### config.mk
export PLATFORM = sky130hd
export DESIGN_NAME = dca_matrix_tile_sequencer
export DESIGN_NICKNAME = d
export VERILOG_FILES = /design/src/rtl/dca_matrix_tile_sequencer_pkg.sv /design/src/rtl/dca_outstanding_counter.sv /design/src/rtl/dca_matrix_tile_sequencer.sv
export SDC_FILE = /design/constraint.sdc
export NUM_CORES = 1
export LEC_CHECK = 0
export ABC_AREA = 1
export BUFFER_PORTS_ARGS = -buffer_cell sky130_fd_sc_hd__buf_4
export CAP_MARGIN = 0
export CORE_UTILIZATION = 44
export DETAILED_ROUTE_END_ITERATION = 10
export MAX_ROUTING_LAYER = met4
export PLACE_DENSITY = 0.91
export RECOVER_POWER = 25
export SETUP_SLACK_MARGIN = 0.1
export SYNTH_ARGS = -nofsm -noshare
export SYNTH_HDL_FRONTEND = slang
export SYNTH_SLANG_ARGS = --single-unit
### constraint.sdc
create_clock -name clk -period 4.2 [get_ports clk]
set_clock_uncertainty 0.15 [all_clocks]
set_input_delay 0.42 -clock clk [delete_from_list [all_inputs] [get_ports clk]]
set_output_delay 0.42 -clock clk [all_outputs]
set_load 0.02 [all_outputs]
### src/rtl/dca_matrix_tile_sequencer_pkg.sv
// rtl/dca_matrix_tile_sequencer_pkg.sv - shared types and widths for the matrix tile sequencer
// Purpose: matrix descriptor layout, LSU opcode width, sequencer state encoding
//          and the matrix dimension helpers used to size the splitter tile.
// Ports: none (package).
package dca_matrix_tile_sequencer_pkg;

    localparam int BW_DCA_MATRIX_ADDR     = 16;
    localparam int BW_DCA_MATRIX_DIM      = 8;
    localparam int BW_DCA_MATRIX_INFO     = BW_DCA_MATRIX_ADDR + 2 * BW_DCA_MATRIX_DIM;
    localparam int BW_DCA_MATRIX_LSU_INST = 4;

    // Descriptor used both for the whole matrix and for each splitter block.
    typedef struct packed {
        logic [BW_DCA_MATRIX_ADDR-1:0] addr;
        logic [BW_DCA_MATRIX_DIM-1:0]  num_row_m1;
        logic [BW_DCA_MATRIX_DIM-1:0]  num_col_m1;
    } dca_matrix_info_t;

    typedef enum logic [2:0] {
        DCA_TSEQ_IDLE    = 3'd0,
        DCA_TSEQ_INIT    = 3'd1,
        DCA_TSEQ_ISSUE   = 3'd2,
        DCA_TSEQ_ADVANCE = 3'd3,
        DCA_TSEQ_DRAIN   = 3'd4,
        DCA_TSEQ_DONE    = 3'd5
    } dca_tseq_state_e;

    // Splitter tiles are square: one tile size gives both block dimensions.
    function automatic int dca_matrix_num_row(input int matrix_size);
        return matrix_size;
    endfunction

    function automatic int dca_matrix_num_col(input int matrix_size);
        return matrix_size;
    endfunction

endpackage

### src/rtl/dca_outstanding_counter.sv
// rtl/dca_outstanding_counter.sv - saturating up/down counter of in-flight LSU requests
// Purpose: tracks requests accepted by the LSU but not yet completed.
// Ports: clk, rstnn (async active-low), clear (sync zero), enable (freeze when low),
//        inc (request accepted), dec (request completed),
//        full (count == MAX_COUNT), empty (count == 0), empty_next (count will be 0 next cycle).
module dca_outstanding_counter #(
    parameter int MAX_COUNT = 4,
    parameter int CNT_W     = $clog2(MAX_COUNT + 1)
) (
    input  logic clk,
    input  logic rstnn,
    input  logic clear,
    input  logic enable,
    input  logic inc,
    input  logic dec,
    output logic full,
    output logic empty,
    output logic empty_next
);

    logic [CNT_W-1:0] count_q;
    logic [CNT_W-1:0] count_d;
    logic             dec_ok;

    always_comb begin
        // A completion with nothing in flight is dropped so the count never wraps.
        dec_ok  = dec && (count_q != '0);
        count_d = count_q;
        if (clear) begin
            count_d = '0;
        end else if (enable) begin
            if (inc && !dec_ok && !full) begin
                count_d = count_q + CNT_W'(1);
            end else if (dec_ok && !inc) begin
                count_d = count_q - CNT_W'(1);
            end
        end
    end

    assign full       = (count_q == CNT_W'(MAX_COUNT));
    assign empty      = (count_q == '0);
    assign empty_next = (count_d == '0);

    always_ff @(posedge clk or negedge rstnn) begin
        if (!rstnn) begin
            count_q <= '0;
        end else begin
            count_q <= count_d;
        end
    end

    always @(posedge clk) begin
        if (rstnn && enable && !clear) begin
            assert (!(dec && empty));
        end
    end

endmodule

### src/rtl/dca_matrix_tile_sequencer.sv
// rtl/dca_matrix_tile_sequencer.sv - walks the splitter over one matrix, one LSU request per block
// Purpose: accepts a matrix command, steps the splitter (init/iterate/go_next_base),
//          forwards each block to the LSU with a cap on in-flight requests, and
//          pulses done once the final LSU completion has arrived.
// Ports: clk, rstnn (async active-low), clear (sync abort), enable (global freeze);
//        cmd_* : matrix command handshake and payload;
//        spl_* : latched descriptor/order and strobes to the splitter, status/block back;
//        lsu_* : block request handshake, opcode, block info, completion pulse;
//        busy (not idle), done (one-cycle completion pulse).
module dca_matrix_tile_sequencer
    import dca_matrix_tile_sequencer_pkg::*;
#(
    parameter int MATRIX_SIZE_PARA = 8,
    parameter int MAX_OUTSTANDING  = 4,
    parameter int BW_INST          = BW_DCA_MATRIX_LSU_INST
) (
    input  logic                          clk,
    input  logic                          rstnn,
    input  logic                          clear,
    input  logic                          enable,
    input  logic                          cmd_valid,
    output logic                          cmd_ready,
    input  logic [BW_DCA_MATRIX_INFO-1:0] cmd_matrix_info,
    input  logic                          cmd_is_col_first,
    input  logic [BW_INST-1:0]            cmd_inst,
    output logic [BW_DCA_MATRIX_INFO-1:0] spl_matrix_info,
    output logic                          spl_is_col_first,
    output logic                          spl_init,
    output logic                          spl_iterate,
    output logic                          spl_go_next_base,
    input  logic                          spl_is_last_x,
    input  logic                          spl_is_last_y,
    input  logic                          spl_is_last_element,
    input  logic [BW_DCA_MATRIX_INFO-1:0] spl_block_info,
    output logic                          lsu_req_valid,
    input  logic                          lsu_req_ready,
    output logic [BW_INST-1:0]            lsu_req_inst,
    output logic [BW_DCA_MATRIX_INFO-1:0] lsu_req_info,
    input  logic                          lsu_done,
    output logic                          busy,
    output logic                          done
);

    localparam int MATRIX_NUM_ROW = dca_matrix_num_row(MATRIX_SIZE_PARA);
    localparam int MATRIX_NUM_COL = dca_matrix_num_col(MATRIX_SIZE_PARA);

    dca_tseq_state_e               state_q, state_d;
    logic [BW_DCA_MATRIX_INFO-1:0] info_q, info_d;
    logic                          col_first_q, col_first_d;
    logic [BW_INST-1:0]            inst_q, inst_d;

    logic cnt_full;
    logic cnt_empty;
    logic cnt_empty_next;
    logic req_fire;

    dca_outstanding_counter #(
        .MAX_COUNT (MAX_OUTSTANDING)
    ) u_outstanding (
        .clk        (clk),
        .rstnn      (rstnn),
        .clear      (clear),
        .enable     (enable),
        .inc        (req_fire),
        .dec        (lsu_done),
        .full       (cnt_full),
        .empty      (cnt_empty),
        .empty_next (cnt_empty_next)
    );

    // Level outputs hold through enable=0; strobes drop so the splitter and
    // the control FSM never see an event while the block is frozen.
    assign cmd_ready        = (state_q == DCA_TSEQ_IDLE);
    assign busy             = (state_q != DCA_TSEQ_IDLE);
    assign lsu_req_valid    = (state_q == DCA_TSEQ_ISSUE) && !cnt_full;
    assign lsu_req_inst     = inst_q;
    assign lsu_req_info     = spl_block_info;
    assign spl_matrix_info  = info_q;
    assign spl_is_col_first = col_first_q;
    assign spl_init         = enable && !clear && (state_q == DCA_TSEQ_INIT);
    assign spl_iterate      = enable && !clear && (state_q == DCA_TSEQ_ADVANCE) && !spl_is_last_x;
    assign spl_go_next_base = enable && !clear && (state_q == DCA_TSEQ_ADVANCE) && spl_is_last_x;
    assign done             = enable && !clear && (state_q == DCA_TSEQ_DONE);

    assign req_fire = enable && lsu_req_valid && lsu_req_ready;

    always_comb begin
        state_d     = state_q;
        info_d      = info_q;
        col_first_d = col_first_q;
        inst_d      = inst_q;
        if (clear) begin
            state_d = DCA_TSEQ_IDLE;
        end else if (enable) begin
            case (state_q)
                DCA_TSEQ_IDLE: begin
                    if (cmd_valid) begin
                        info_d      = cmd_matrix_info;
                        col_first_d = cmd_is_col_first;
                        inst_d      = cmd_inst;
                        state_d     = DCA_TSEQ_INIT;
                    end
                end
                DCA_TSEQ_INIT: state_d = DCA_TSEQ_ISSUE;
                DCA_TSEQ_ISSUE: begin
                    if (req_fire) begin
                        state_d = spl_is_last_element ? DCA_TSEQ_DRAIN : DCA_TSEQ_ADVANCE;
                    end
                end
                DCA_TSEQ_ADVANCE: state_d = DCA_TSEQ_ISSUE;
                // Look at the next count so done follows the last completion by one cycle.
                DCA_TSEQ_DRAIN: begin
                    if (cnt_empty_next) begin
                        state_d = DCA_TSEQ_DONE;
                    end
                end
                DCA_TSEQ_DONE: state_d = DCA_TSEQ_IDLE;
                default:       state_d = DCA_TSEQ_IDLE;
            endcase
        end
    end

    always_ff @(posedge clk or negedge rstnn) begin
        if (!rstnn) begin
            state_q     <= DCA_TSEQ_IDLE;
            info_q      <= '0;
            col_first_q <= 1'b0;
            inst_q      <= '0;
        end else begin
            state_q     <= state_d;
            info_q      <= info_d;
            col_first_q <= col_first_d;
            inst_q      <= inst_d;
        end
    end

    always @(posedge clk) begin
        if (rstnn && enable && !clear) begin
            assert (MATRIX_NUM_ROW > 0 && MATRIX_NUM_COL > 0 && MAX_OUTSTANDING >= 1);
            assert (state_q != DCA_TSEQ_IDLE || cnt_empty);
            assert (!(state_q == DCA_TSEQ_ISSUE && spl_is_last_element)
                    || (spl_is_last_x && spl_is_last_y));
        end
    end

endmodule

==> impl_metrics.py, run 1 <==
metrics = {
    "cts": {
        "holdBufCountCts": 1,
        "worstSkewPairLatency_ns": 0.28,
        "cts_inserted_buffers": 5,
        "clk_pin_slew_worst_paths_ns": 0.08,
        "htree_num_levels": 2,
        "clock_path_buffers": 2,
        "clock-root-buffer": "sky130_fd_sc_hd__clkbuf_8",
        "post_cts.resized_instances": 0,
        "clock_tree_from_tritoncts": "yes",
        "clock_sinks": 43,
        "cts_setup_buffers": 0,
    },
    "pwr": {
        "finalPower_mw": 1.899,
        "pwr_density_cell_nw_per_um2": 679.0,
        "power.ir.vdd_worst_mv": 0.3885,
        "p_leak_nw": 1.433,
    },
    "job": {
        "drv.max_cap_violation_count": 0,
    },
    "routing": {
        "drt-total-wl_um": 4095,
        "initial_drc_count": 40,
        "detailroute.via_count": 1582,
        "antenna_left": 0,
        "wire_per_inst_um": 12.45,
        "via_per_inst": 4.809,
        "drc": 0,
        "firstDrtPassIters": 4,
    },
    "sta": {
        "worst_pin_slew_ns": 0.5179,
        "final_min_period_over_clock_period_pct": 49.96,
        "rsz0062_at_grt": "no",
        "timing_hold_violations_final": 0,
        "final-max-slew-violation-count": 0,
        "timing.slew.headroom_pct": 65.47,
        "achievable-frequency_ghz": 0.4766,
        "tns_ns": 0,
        "finalSetupViolCount": 0,
        "post-route-min-period_ns": 2.098,
    },
    "layout": {
        "count_of_inserted_antenna_diode_cells": 0,
        "fill_cells": 416,
        "nets": 343,
        "area_delta_synth_final_pct": 26.41,
        "drive_gt1_share_pct": 44.66,
    },
    "critical_path": {
        "end_kind": "flip-flop",
        "path_common_cell": "sky130_fd_sc_hd__nand2_1",
        "data_arrival_time_of_the_worst_path_ns": 2.12,
        "crit_path_buffers_inverters": 2,
        "crit_fanout": 4,
        "worst_path_cell_trace": "inv_1 > ha_1 > nand2_1 > inv_1 > nor2_4 > nand3_2 > nand2_1 > nand2_1 > nor2_2 > nand2_1 > nand2_1 > nand3_2 > nand2_2 > nand2_2 > nand2_1 > nand2_1",
        "cpLargestDelayFamily": "simple AND/OR/NAND/NOR gates",
        "max_stage_delay_cell_worst_path": "sky130_fd_sc_hd__dfrtp_1",
        "cp.required_ns": 4.22,
        "criticalPathCategory": "flip-flop to flip-flop",
        "max_stage_delay_ns": 0.38,
        "startpoint_kind_of_the_worst_setup_timing_path": "flip-flop",
    },
    "synthesis": {
        "synthesis.yosys.warnings": 0,
        "synth_top_family_by_area": "multiplexers",
        "postSynthCellCount": 200,
        "synth-async-reset-ratio_pct": 100.0,
        "ys_ff_latch": 43,
        "post_synth_fa_ha_maj_area_fraction_pct": 1.697,
        "synth_ff_type": "sky130_fd_sc_hd__dfrtp_1",
        "seq_area_frac_synth_pct": 48.64,
        "synth.net_count": 282,
        "synthXorXnorAreaFrac_pct": 0,
        "post_synth_num_cell_types": 26,
        "post_synth_and_or_nand_nor_area_fraction_pct": 13.80,
        "synth_area_per_cell_um2": 11.06,
        "synth_enable_flop_cells": 0,
        "post_synth_instance_area_um2": 2212,
        "post_synth_mux_area_share_pct": 18.83,
        "synth_compound_area_share_pct": 1.923,
    },
    "floorplanning": {
        "fp.dieArea_um2": 5315,
        "chipHeight_um": 72.91,
        "die_w_um": 72.91,
        "start_util_pct": 46.22,
        "core_area_um2": 4786,
        "num_rows": 25,
        "ios": 155,
    },
    "place": {
        "dp_hpwl_um": 3215,
        "gp_congestion": 0.8835,
        "port-buffer-count": 89,
    },
    "global_routing": {
        "grt_pass1_vias": 1551,
        "global_route.usage.total_pct": 16.09,
        "global_route_total_overflow": 0,
        "wire_length_of_the_first_global_routing_pass_um": 6444,
        "grt_max_degree": 44,
        "grt_antenna_before_repair": 0,
    },
    "worst_hold_path": {
        "holdCritPathClass": "input port to flip-flop",
    },
    "status": {
        "outcome": "completed",
    },
}
[cell usage in the layout, fill, tap and decap left out, types with 2 or more instances in the layout]
cell,synthesis,layout
sky130_fd_sc_hd__mux2_1,37,37
sky130_fd_sc_hd__buf_4,32,89
sky130_fd_sc_hd__clkbuf_1,1,2
sky130_fd_sc_hd__nor2_4,2,2
sky130_fd_sc_hd__clkbuf_8,0,5
sky130_fd_sc_hd__inv_2,6,6
sky130_fd_sc_hd__nand4_1,2,2
sky130_fd_sc_hd__ha_1,3,3
sky130_fd_sc_hd__nand3_1,9,9
sky130_fd_sc_hd__nand2_1,21,21
sky130_fd_sc_hd__nand3_2,4,4
sky130_fd_sc_hd__nor2_1,5,5
sky130_fd_sc_hd__dfrtp_1,43,43
sky130_fd_sc_hd__inv_1,13,13
sky130_fd_sc_hd__nor4_1,2,2
sky130_fd_sc_hd__nor2_2,3,3
sky130_fd_sc_hd__nand2_2,5,5
[sequential cells by signal, summed over array words and instances, names as in the netlist]
| name | flops |
|---|---|
| u_outstanding.count_q | 3 |
| state_q | 3 |
| lsu_req_inst | 4 |
| spl_matrix_info | 32 |
| spl_is_col_first | 1 |
[layout make-up]
cell class | instances | area (um2) | area share [%]
timing repair buffer | 90 | 678.2 | 24.25
clock inverter | 1 | 5.005 | 0.1790
tap | 67 | 83.83 | 2.998
clock buffer | 7 | 76.32 | 2.729
multi-input combinational | 101 | 802.0 | 28.68
sequential | 43 | 1076 | 38.48
inverter | 20 | 75.07 | 2.685
[power by group]
| part | internal (mW) | total [mW] | switching [mW] |
|---|---|---|---|
| Combinational | 0.427 | 0.937 | 0.510 |
| Sequential | 0.607 | 0.721 | 0.114 |
| Clock | 0.117 | 0.241 | 0.124 |
| Total | 1.15 | 1.90 | 0.748 |
[worst reg2reg max path, stage by stage (launching register included)]
cell and delay, ns:
sky130_fd_sc_hd__dfrtp_1 0.38, sky130_fd_sc_hd__inv_1 0.10, sky130_fd_sc_hd__ha_1 0.20, sky130_fd_sc_hd__nand2_1 0.11, sky130_fd_sc_hd__inv_1 0.07, sky130_fd_sc_hd__nor2_4 0.13
sky130_fd_sc_hd__nand3_2 0.10, sky130_fd_sc_hd__nand2_1 0.08, sky130_fd_sc_hd__nand2_1 0.08, sky130_fd_sc_hd__nor2_2 0.11, sky130_fd_sc_hd__nand2_1 0.05, sky130_fd_sc_hd__nand2_1 0.09
sky130_fd_sc_hd__nand3_2 0.08, sky130_fd_sc_hd__nand2_2 0.10, sky130_fd_sc_hd__nand2_2 0.06, sky130_fd_sc_hd__nand2_1 0.06, sky130_fd_sc_hd__nand2_1 0.05
[cell usage after synthesis (4+ instances only)]
cell,count,area (um2)
sky130_fd_sc_hd__nand2_2,5,31.28
sky130_fd_sc_hd__mux2_1,37,416.7
sky130_fd_sc_hd__nand2_1,21,78.83
sky130_fd_sc_hd__nor2_1,5,18.77
sky130_fd_sc_hd__nand3_2,4,40.04
sky130_fd_sc_hd__buf_4,32,240.2
sky130_fd_sc_hd__inv_2,6,22.52
sky130_fd_sc_hd__inv_1,13,48.80
sky130_fd_sc_hd__dfrtp_1,43,1076
sky130_fd_sc_hd__nand3_1,9,45.04
[cells by family (layout without fill, tap and decap cells)]
kind of cell             count (synthesis)  count (layout)
adder cells (fa/ha/maj)                  3               3
flip-flops                              43              43
AND/OR/NAND/NOR                         55              55
multiplexers                            37              37
buffers and inverters                   56             118
AO/OA/AOI/OAI                            6               6
[per-stage QoR]
stage / util, % / cells / setup slack [ns] / instance area, um2 / hold WS [ns]
after floorplan: - / 200 / 2.137 / 2212 / -0.02559
after global placement: 56.52 / 320 / 2.119 / 2705 / 0.2842
after detailed placement: 56.52 / 320 / 2.092 / 2705 / 0.2843
after CTS: 58.43 / 329 / 2.111 / 2796 / 0.1855
after global routing: 58.43 / 329 / 1.916 / 2796 / 0.1837
final: 58.43 / 329 / 2.102 / 2796 / 0.1948
[path summary, 6_finish.rpt]
path | start | end | slack (ns) | cells past startpoint
max | u_outstanding.count_q[1] | state_q[2] | 2.10 | 16
min | cmd_matrix_info[27] | spl_matrix_info[27] | 0.19 | 2
max reg2reg | u_outstanding.count_q[1] | state_q[2] | 2.10 | 16
min reg2reg | lsu_req_inst[0] | lsu_req_inst[0] | 0.34 | 1
max in group asynchronous | rstnn | spl_matrix_info[0] | 3.04 | 2
min in group asynchronous | rstnn | u_outstanding.count_q[2] | 0.51 | 2
[per-layer routing]
layer  share of wire (%)  vias to the layer above  global-route usage (%)
met5                   0                        -                       -
met2                  56                       66                   30.11
met4                 1.1                        0                   4.793
met3                 5.9                       16                   4.006
li1                    -                      747                       -
met1                  37                      753                   16.47
Power figures use the tool's default switching activity.
==> inputs of run 2 (changes only) <==
ABC_AREA = 0   (was 1)
CORE_UTILIZATION = 37   (was 44)
PLACE_DENSITY = 0.82   (was 0.91)
clock period = 1.89 ns   (was 4.2 ns; I/O delays follow)
==> run 2 against run 1 <==
Against the previous run: the flow now finishes with violations (setup timing); cell area is 33% higher; largest cell class is now buffers; flip-flop and latch count stayed put; routed wire length is 73% higher; highest routed layer unchanged; worst setup slack worse by 2.3 ns; non-clock buffer count is 70 higher; total power grew to 2.6 times the previous value; sequential share of layout area is 9.6 points lower; global-route usage is 6.0 points higher.
==> impl_metrics.py, run 2 <==
metrics = {
    "status": {
        "outcome": "complete, but fails checks",
        "violations": "setup timing",
    },
    "critical_path": {
        "startpoint_kind_of_the_worst_setup_timing_path": "flip-flop",
        "worst_path_cell_trace": "or3b_4 > a211o_1 > a21oi_2 > mux2_4 > o31ai_2",
        "max_stage_delay_cell_worst_path": "sky130_fd_sc_hd__or3b_4",
        "crit_path_buffers_inverters": 0,
        "max_stage_delay_ns": 0.46,
        "crit_fanout": 6,
        "cpLargestDelayFamily": "compound AO/OA/AOI/OAI gates",
        "cp.required_ns": 1.95,
        "criticalPathCategory": "flip-flop to flip-flop",
        "data_arrival_time_of_the_worst_path_ns": 2.11,
        "end_kind": "flip-flop",
    },
    "sta": {
        "worst_pin_slew_ns": 0.5425,
        "post-route-min-period_ns": 2.058,
        "rsz0062_at_grt": "yes",
        "final_min_period_over_clock_period_pct": 108.9,
        "final-max-slew-violation-count": 0,
        "timing_hold_violations_final": 0,
        "finalSetupViolCount": 41,
        "timing.final.ws_setup_ns": -0.1677,
        "achievable-frequency_ghz": 0.4860,
        "tns_ns": -5.414,
        "timing.slew.headroom_pct": 63.83,
    },
    "layout": {
        "layout.cells.most_common": "sky130_fd_sc_hd__buf_4",
        "layout_common_cells": "108 x sky130_fd_sc_hd__buf_4, 43 x sky130_fd_sc_hd__dfrtp_1, 39 x sky130_fd_sc_hd__mux2_4, 39 x sky130_fd_sc_hd__dlygate4sd3_1, 8 x sky130_fd_sc_hd__buf_6",
        "largest_register_ff_count": 32,
        "nets": 391,
        "regArea_um2": 1076,
        "drive_gt1_share_pct": 61.94,
        "count_of_inserted_antenna_diode_cells": 0,
        "area_delta_synth_final_pct": 70.00,
        "layout.cells.non_filler": 382,
        "fill_cells": 396,
        "design_area_um2": 3722,
        "multi_input_comb_area_um2": 1032,
    },
    "floorplanning": {
        "start_util_pct": 39.05,
        "fp.dieArea_um2": 6229,
        "die_w_um": 78.93,
        "chipHeight_um": 78.93,
        "num_rows": 27,
        "ios": 155,
        "core_area_um2": 5608,
    },
    "synthesis": {
        "synth-async-reset-ratio_pct": 100.0,
        "synth_top_cells_by_count": "43 x sky130_fd_sc_hd__dfrtp_1, 38 x sky130_fd_sc_hd__mux2_2, 35 x sky130_fd_sc_hd__buf_4",
        "yosys-top-cells-area": "sky130_fd_sc_hd__dfrtp_1 49%, sky130_fd_sc_hd__mux2_2 20%, sky130_fd_sc_hd__buf_4 12%",
        "post-synth-top-area-fraction_pct": 49.14,
        "synth.net_count": 262,
        "synth_ff_type": "sky130_fd_sc_hd__dfrtp_1",
        "seq_area_frac_synth_pct": 49.14,
        "synthesis.yosys.warnings": 0,
        "post_synth_instance_area_um2": 2190,
        "postSynthCellCount": 180,
        "post_synth_num_cell_types": 34,
        "ys_ff_latch": 43,
        "yosys.cell_count.top_type": "sky130_fd_sc_hd__dfrtp_1",
        "synth_enable_flop_cells": 0,
        "synth_top_cell_by_area": "sky130_fd_sc_hd__dfrtp_1",
        "synth_area_per_cell_um2": 12.16,
    },
    "global_routing": {
        "grt_max_degree": 44,
        "wire_length_of_the_first_global_routing_pass_um": 10110,
        "grt_pass1_vias": 1951,
        "global_route_total_overflow": 0,
        "grt_antenna_before_repair": 0,
        "global_route.usage.total_pct": 22.08,
    },
    "cts": {
        "worstSkewPairLatency_ns": 0.29,
        "cts_inserted_buffers": 5,
        "clock_tree_from_tritoncts": "yes",
        "clock-root-buffer": "sky130_fd_sc_hd__clkbuf_8",
        "clk_pin_slew_worst_paths_ns": 0.09,
        "clock_path_buffers": 2,
        "htree_num_levels": 2,
        "clock_sinks": 43,
    },
    "place": {
        "dp_slack_ns": -0.2056,
        "port-buffer-count": 89,
        "dp_hpwl_um": 3960,
        "place_area_um2": 2968,
        "gp_congestion": 0.8717,
        "dp_cells": 320,
    },
    "routing": {
        "drt-total-wl_um": 7102,
        "detailroute.via_count": 1881,
        "drc": 0,
        "via_per_inst": 4.924,
        "antenna_left": 0,
        "wire_per_inst_um": 18.59,
        "firstDrtPassIters": 4,
        "initial_drc_count": 52,
    },
    "pwr": {
        "finalPower_mw": 4.921,
        "power.ir.vdd_worst_mv": 0.7365,
        "pwr_density_cell_nw_per_um2": 1322,
        "p_leak_nw": 1.789,
    },
    "job": {
        "drv.max_cap_violation_count": 0,
    },
    "worst_hold_path": {
        "holdCritPathClass": "input port to flip-flop",
    },
}
==> run 2: cell types whose count changed after synthesis, sizes merged, moves of 3 or more <==
| cell | delta |
|---|---|
| or3 | +3 |
| buf | +3 |
| a21oi | +3 |
| inv | -13 |
| o21ai | +3 |
| nand3 | -13 |
| nand2 | -20 |
==> run 2: kinds of logic after synthesis <==
kind of cell,after synthesis,synth area share (%)
AND/OR/NAND/NOR,29,6.629
flip-flops,43,49.14
multiplexers,41,21.14
adder cells (fa/ha/maj),3,1.714
AO/OA/AOI/OAI,20,7.372
buffers and inverters,44,14.00
==> run 2: path summary, 6_finish.rpt <==
path / end / start / depth (start not counted) / slack (ns)
max: state_q[0] / state_q[0] / 5 / -0.17
min: state_q[1] / spl_is_last_element / 4 / 0.08
max reg2reg: state_q[0] / state_q[0] / 5 / -0.17
min reg2reg: spl_matrix_info[5] / spl_matrix_info[5] / 1 / 0.37
max in group asynchronous: spl_matrix_info[2] / rstnn / 2 / 0.90
min in group asynchronous: spl_matrix_info[31] / rstnn / 2 / 0.31
==> run 2: cell type report <==
class                      instances  share of cell area (%)
timing repair buffer             160                   37.78
sequential                        43                   28.91
multi-input combinational         93                   27.73
tap                               72                   2.420
clock buffer                       5                   1.849
inverter                           6                  0.6723
clock inverter                     3                  0.6387
==> run 2: what timing repair did <==
item                                   CTS  global route
endpoints found under the hold margin   82             0
hold buffers                            39             0
gates resized for setup                 13            16
pin swaps                                4            14
cloned                                   0             4
setup endpoints to repair               45            47
setup buffers                            3             9
==> run 2: where the power goes <==
| group | internal [mW] | switching (mW) | leakage [nW] |
|---|---|---|---|
| Clock | 0.265 | 0.344 | 0.0408 |
| Combinational | 1.47 | 1.22 | 1.22 |
| Sequential | 1.34 | 0.281 | 0.524 |
==> run 2: worst min-delay path, delay by kind of cell <==
family / cells / cell delay [ns]
AOI/OAI and AO/OA: 2 / 0.17
buffers and inverters: 1 / 0.09
and+or+nand+nor: 1 / 0.04
==> run 2: per-layer routing <==
layer  up-vias  part of all wire, %  global-route usage [%]
li1        850                    -                       -
met1       932                   42                   25.77
met2        67                   49                   36.96
met3        32                  6.5                   4.598
met4         0                  3.0                   9.455
met5         -                    0                       -
==> run 2: stage by stage <==
stage                     hold slack [ns]  util (%)
after global routing              0.07678     66.38
after global placement            0.05664     52.92
after detailed placement          0.06679     52.92
after floorplan                   -0.2566         -
final                             0.07759     66.38
after CTS                         0.06812     62.76
